<file path="src/rtl/jtkiwi_vram_slots.sv">
// jtkiwi_vram_slots
//
// Time-slot sharer that lets up to eight graphics clients read one synchronous-read
// RAM port. A free-running slot counter advances on every cen-qualified clock edge.
// Slot s belongs to channel s. Free slots (s >= CH), and slots whose owner is idle,
// can optionally be handed to the lowest-index pending channel. Each grant is
// acknowledged with a one-clock ack pulse. A tag then travels down a return pipeline,
// so the read data comes back on dout with a matching dvalid pulse.
//
// Ports:
//   clk       system clock
//   rst       synchronous, active-high reset
//   cen       slot advance enable; one arbitration per qualified edge
//   req       per-channel level request
//   addr      packed channel addresses, channel c at addr[c*AW +: AW]
//   ack       one-clock one-hot pulse: address of that channel was accepted
//   dvalid    one-clock one-hot pulse: dout holds that channel's data
//   dout      registered read data, held between returns
//   ram_addr  registered RAM read address
//   ram_q     RAM read data, valid RAM_LAT clocks after ram_addr changes
//   slot      slot that the next cen edge evaluates
//   busy      any read still in the return pipeline
module jtkiwi_vram_slots #(
    parameter int unsigned CH      = 4,
    parameter int unsigned AW      = 12,
    parameter int unsigned DW      = 16,
    parameter int unsigned SLOTW   = 2,
    parameter int unsigned RECLAIM = 1,
    parameter int unsigned RAM_LAT = 1
) (
    input  logic             clk,
    input  logic             rst,
    input  logic             cen,
    input  logic [CH-1:0]    req,
    input  logic [CH*AW-1:0] addr,
    output logic [CH-1:0]    ack,
    output logic [CH-1:0]    dvalid,
    output logic [DW-1:0]    dout,
    output logic [AW-1:0]    ram_addr,
    input  logic [DW-1:0]    ram_q,
    output logic [SLOTW-1:0] slot,
    output logic             busy
);

    // Stage 0 is loaded on the grant edge. The last stage lines up with ram_q
    // becoming valid for that grant.
    localparam int unsigned DEPTH = RAM_LAT + 1;

    logic [SLOTW-1:0] slot_q;
    logic [AW-1:0]    ram_addr_q;
    logic [CH-1:0]    tag_q [DEPTH];
    logic [CH-1:0]    dvalid_q;
    logic [DW-1:0]    dout_q;

    logic [CH-1:0]    owner_hit;
    logic [CH-1:0]    lowest_req;
    logic [CH-1:0]    grant;
    logic [AW-1:0]    grant_addr;

    // The owner of the current slot is requesting. This is empty on free slots.
    always_comb begin
        owner_hit = '0;
        for (int unsigned c = 0; c < CH; c++) begin
            if (slot_q == SLOTW'(c)) begin
                owner_hit[c] = req[c];
            end
        end
    end

    // Isolate the lowest set request bit.
    assign lowest_req = req & (~req + CH'(1));

    // The owner always wins its own slot. Reclaim only fills slots the owner leaves idle.
    always_comb begin
        grant = '0;
        if (cen) begin
            if (|owner_hit) begin
                grant = owner_hit;
            end else if (RECLAIM != 0) begin
                grant = lowest_req;
            end
        end
    end

    always_comb begin
        grant_addr = '0;
        for (int unsigned c = 0; c < CH; c++) begin
            if (grant[c]) begin
                grant_addr = addr[c*AW +: AW];
            end
        end
    end

    // The tags are kept as one-hot channel vectors. A zero vector is an invalid tag.
    // The pipeline advances every clock, so returns drain even while cen is low.
    always_ff @(posedge clk) begin
        if (rst) begin
            slot_q     <= '0;
            ram_addr_q <= '0;
            dvalid_q   <= '0;
            dout_q     <= '0;
            for (int unsigned i = 0; i < DEPTH; i++) begin
                tag_q[i] <= '0;
            end
        end else begin
            if (cen) begin
                slot_q <= slot_q + SLOTW'(1);
            end
            if (|grant) begin
                ram_addr_q <= grant_addr;
            end
            tag_q[0] <= grant;
            for (int unsigned i = 1; i < DEPTH; i++) begin
                tag_q[i] <= tag_q[i-1];
            end
            dvalid_q <= tag_q[DEPTH-1];
            if (|tag_q[DEPTH-1]) begin
                dout_q <= ram_q;
            end
        end
    end

    always_comb begin
        busy = 1'b0;
        for (int unsigned i = 0; i < DEPTH; i++) begin
            busy = busy | (|tag_q[i]);
        end
    end

    assign slot     = slot_q;
    assign ram_addr = ram_addr_q;
    assign ack      = tag_q[0];
    // While reset is asserted, a return that was already registered is not shown to clients.
    assign dvalid   = dvalid_q & ~{CH{rst}};
    assign dout     = dout_q;

endmodule

</file>
<file path="config.mk">
export PLATFORM = sky130hd
export DESIGN_NAME = jtkiwi_vram_slots
export DESIGN_NICKNAME = d
export VERILOG_FILES = /design/src/rtl/jtkiwi_vram_slots.sv
export SDC_FILE = /design/constraint.sdc
export NUM_CORES = 1
export LEC_CHECK = 0
export ABC_AREA = 1
export CAP_MARGIN = 10
export CORE_ASPECT_RATIO = 1.5
export CORE_UTILIZATION = 30
export DETAILED_ROUTE_END_ITERATION = 16
export PLACE_DENSITY = 0.6
export SKIP_CTS_REPAIR_TIMING = 1
export SLEW_MARGIN = 20
export SYNTH_ARGS = -nofsm -noshare
export SYNTH_HDL_FRONTEND = slang
export SYNTH_SLANG_ARGS = --single-unit
</file>
<file path="constraint.sdc">
create_clock -name clk -period 2.4 [get_ports clk]
set_clock_uncertainty 0.1 [all_clocks]
set_input_delay 0.48 -clock clk [delete_from_list [all_inputs] [get_ports clk]]
set_output_delay 0.48 -clock clk [all_outputs]
set_load 0.02 [all_outputs]
</file>
### Word-level counts from Yosys, hierarchy flattened

Memory sizes are Yosys's and may differ from the RTL's.
Cells that the tools add are included.

| storage, ports and cells | value |
|---|---|
| bits in registers | 34 |
| memory bits (writable) | 8 |
| input bits | 71 |
| logic and storage cells | 37 |
| memories | 1 |

| cells by class | value |
|---|---|
| add/sub/neg operators | 2 |
| eq/ne operators | 3 |
| mux-type cells | 15 |
| bitwise gates (word level) | 7 |
| reductions and logical operators | 5 |

Memory list:

| memory | words | bits a word | read ports | clocked after Yosys merged registers in | wr ports | RTL line | RTL |
|---|---|---|---|---|---|---|---|
| tag_q | 2 | 4 | 2 | 0 | 2 | 51 | `logic [CH-1:0] tag_q [DEPTH];` |

Operator list:

| operator | count |
|---|---|
| $mux W12 | 4 |
| $mux W4 | 4 |
| $reduce_or A4 Y1 | 4 |
| $and A4 B4 Y4 | 2 |
| $not A4 Y4 | 2 |
| $mux W1 | 7 |
| $add A4 B1 Y4 const B | 1 |
| $eq A2 B2 Y1 const B | 2 |
| $or A1 B1 Y1 | 3 |
| $add A2 B1 Y2 const B | 1 |
| $eq A2 B1 Y1 const B | 1 |
| $logic_not A2 Y1 | 1 |

### Depth between registers and ports, before layout

| logic depth | value |
|---|---|
| depth after elaboration | 9 |
| depth in mapped cells | 14 |

### Worst setup path after synthesis

No wires, ideal clock.

| timing path | value |
|---|---|
| path kind | register -> register |
| start point | reg slot_q[0] (netlist: slot[0]) |
| end point | reg ram_addr_q[0] (netlist: ram_addr[0]) |
| arrival time | 1.796 ns |
| setup slack | 0.389 ns |
| cell stages (with the launch flop) | 15 |
| clock period less this slack | 2.011 ns |
| cell sequence | dfxtp_1 > inv_1 > ha_1 > nand2_4 > nand2_4 > nor2_4 > nand2_2 > nand2_1 > nand2_2 > nand2_8 > inv_6 > nand2_8 > nand3_2 > nor2_1 > nor2_1 |

| between the ends | value |
|---|---|
| longest elaborated chain between the ends | 9 |
| elaborated cells on any way between the ends | 16 |

RTL lines:

| element | RTL line | RTL |
|---|---|---|
| start: declaration | 49 | `logic [SLOTW-1:0] slot_q;` |
| start signal: assignment | 107 | `slot_q <= slot_q + SLOTW'(1);` |
| $eq A2 B1 Y1, or another cell as far along | 64 | `if (slot_q == SLOTW'(c)) begin` |
| $mux W1 | 64 |  |
| $reduce_or A4 Y1 | 77 | `if (\|owner_hit) begin` |
| $mux W4 * | 77 |  |
| $mux W4 * | 76 | `if (cen) begin` |
| $mux W12 (4 in a row) | 88 | `if (grant[c]) begin` |
| end signal: assignment | 110 | `ram_addr_q <= grant_addr;` |
| end: declaration | 50 | `logic [AW-1:0] ram_addr_q;` |

Mark *: on every way between the ends. The rest lies on a longest branch, timed or not.
A chain may end at the register's enable or synchronous reset.

### Worst setup path in the final report

| timing path | value |
|---|---|
| start point | in rst |
| end point | out dvalid[2] |

| between the ends | value |
|---|---|
| longest elaborated chain between the ends | 2 |

RTL lines:

| element | RTL line | RTL |
|---|---|---|
| start: declaration | 32 | `input logic rst,` |
| $not A4 Y4 | 134 | `assign dvalid = dvalid_q & ~{CH{rst}};` |
| $and A4 B4 Y4 | 134 |  |
| end: declaration | 37 | `output logic [CH-1:0] dvalid,` |

No other way between the ends.

==> results.cfg <==
[status]
status = completed

[route]
viasPerCell = 4.41
via_count = 2415
drc_errors = 0
drt_iter0_drc = 81
drtAntennaViolNets = 0
drt-total-wl_um = 6460
drt-wirelength-per-cell_um = 11.8
drtPass1Iterations = 4

[power_and_ir_drop]
power_frac_seq_pct = 34.8
p_sw_uw = 688
ir_worst_vdd_v = 0.000364
p_leak_nw = 1.64
power.density_nw_per_um2 = 625
clock_power_share_pct = 32.6
swShare_pct = 29.7
p_int_mw = 1.63
p_comb_share_pct = 32.5

[finish]
antennaDiodeCount = 0
seq_area_um2 = 841
post-route-util_pct = 49.0
final_nets = 519
fin_area_um2 = 3710
nFillCells = 790
stdcell_count = 547
synthToLayoutAreaGrowth_pct = 59.5
drive_above_1_share_pct = 11.2
multiInputGateArea_um2 = 1210

[timing]
fin_crit_sh_pct = 94.6
hold_viol = 0
slew_headroom_pct = 81.7
tightest_slew_ps = 274
setup_slack_ps = 129
setup-violations-final = 0
slew_viol_final = 0
rsz0062_at_grt = false
min_period_ps = 2270
max_freq_mhz = 440

[synthesis]
ys_async_sr_fraction_pct = 0
yosysSeqAreaShare_pct = 36.2
post_synth.cell_area_avg_um2 = 7.00
synth.top_cell.area_share_pct = 36.2
syn_nets = 407
yosys_warnings = 0
synth_top_cell_by_area = dfxtp_1
ys_top_cells_by_area = dfxtp_1, nor2_1, nand2_1
synth_edf_count = 0
synth-main-ff-cell = dfxtp_1
post_synth_num_cell_types = 34
syn_area_um2 = 2320
synthCells = 332
ys_ff_latch = 42

[clock_tree]
cts_max_level = 2
cts_inserted_buffers = 5
max-clock-path-buffers = 2
cts-root-buf = clkbuf_16
clk_pin_slew_ps = 60
clk_latency_ps = 280
cts_tree = yes
clock-sinks = 42

[setup_path]
cp_num_buf_inv = 2
cp_max_fo = 5
path_class = in2out
cp_common_cell = clkdlybuf4s50_1
slowest_stage = clkdlybuf4s50_1
crit_chain = clkdlybuf4s50_1 -> nor2_1 -> clkdlybuf4s50_1
cp_data_arrival_time_ps = 1690
crit_required_ps = 1820
critPathLaunchType = input port
slowest_delay_ps = 600
end_kind = primary output
crit_cells = 3
crit_family = buffers and inverters
reg2reg_depth = 11

[flow_run]
drv_cap = 0

[global_route]
grt_max_degree = 27
first_global_vias = 2371
antenna_found_initial = 0
grt_remaining_overflow = 0
grt.total_usage_pct = 16.5
grt_pass1_wl_um = 10200

[floorplanning]
fp.dieH_um = 110
dieWidth_um = 73.9
coreArea_um2 = 7560
initial_utilization_pct = 30.7
die-area_um2 = 8110
ios = 110
fp-row-count = 39

[placed_design]
placed_area_um2 = 3540
post-place-ws_ps = -33.5
gp_congestion = 0.849
dp_hpwl_um = 5050
dp_cells = 539
port_buffers = 109

[worst_hold_path]
min_path_type = reg2reg
hold_depth = 2
state kept, by name (all words and copies together), names as in the netlist:
signal / count
tag_q: 8
dvalid_q: 4
dout: 16
slot: 2
ram_addr: 12
per-stage QoR:
step / TNS (ps) / hold WS (ps) / power (mW)
after floorplan: 0 / 317 / 1.24
after global placement: -9.78 / 330 / 1.57
after detailed placement: -111 / 334 / 1.58
after CTS: -92.6 / 342 / 2.35
after global routing: 0 / 363 / 2.44
final: 0 / 342 / 2.32
worst min-delay path: stages, from the launching register on:
cell     delay [ps]
dfxtp_1         320
inv_1            50
nor2_1           30
logic make-up (layout without fill, tap and decap cells):
family                     Yosys count  after routing  share of synthesized area [%]
AOI/OAI and AO/OA                   31             31                           7.37
adders and majority gates            4              4                           2.15
buffers and inverters               56            169                           11.6
DFF                                 42             42                           36.2
and+or+nand+nor                    199            199                           42.7
area by class of cell:
cell class / instances / share of cell area, %
Tap cell: 102 / 3.44
Timing Repair Buffer: 123 / 32.7
Inverter: 38 / 3.98
Clock inverter: 2 / 1.01
Sequential cell: 42 / 22.7
Clock buffer: 6 / 3.48
Multi-Input combinational cell: 234 / 32.7
path summary, 6_finish.rpt:
path	slack, ps	endpoint	start
min reg2reg	340	tag_q[0][6]$_SDFF_PP0_	tag_q[0][2]$_SDFF_PP0_
max reg2reg	270	ram_addr[5]$_SDFFE_PP0P_	slot[0]$_SDFFE_PP0P_
max	130	dvalid[2]	rst
min	340	tag_q[0][6]$_SDFF_PP0_	tag_q[0][2]$_SDFF_PP0_
routing by layer:
| layer | wire [µm] | track usage, % | vias up |
|---|---|---|---|
| li1 | - | - | 1252 |
| met1 | 2550 | 16.9 | 1084 |
| met2 | 3520 | 31.7 | 72 |
| met3 | 314 | 3.30 | 7 |
| met4 | 79 | 6.46 | 0 |
| met5 | 0 | 0 | - |
synth_stat cells, types with 2 or more instances:
cell type	count
nor2_1	70
nand2_1	61
dfxtp_1	42
inv_1	35
nand3_1	31
o21ai_0	18
nand3_2	6
buf_4	5
nand2_2	5
nor3b_1	5
o21ai_1	5
or2_0	5
a21oi_1	4
buf_2	4
buf_6	4
clkbuf_1	4
ha_1	4
or2_2	4
nand2_4	3
nand2_8	2
nor3_1	2
power by group through the flow:
stage	logic, mW	clock network (mW)	registers, mW
final	0.754	0.756	0.807
after detailed placement	0.758	0	0.822
after floorplan	0.349	0	0.895
after global placement	0.752	0	0.822
after CTS	0.763	0.777	0.808
after global routing	0.830	0.797	0.815
placed cells by master (no fill, tap or decap), types with 2 or more instances in the layout:
cell and n:
a21oi_1 4, buf_4 13, clkbuf_16 5, clkdlybuf4s50_1 108
dfxtp_1 42, ha_1 4, inv_1 35, nand2_1 61
nand2_2 5, nand2_4 3, nand2_8 2, nand3_1 31
nand3_2 6, nor2_1 70, nor3_1 2, nor3b_1 5
o21ai_0 18, o21ai_1 5, or2_0 5, or2_2 4
No activity file was read; power rests on OpenSTA's default activity.
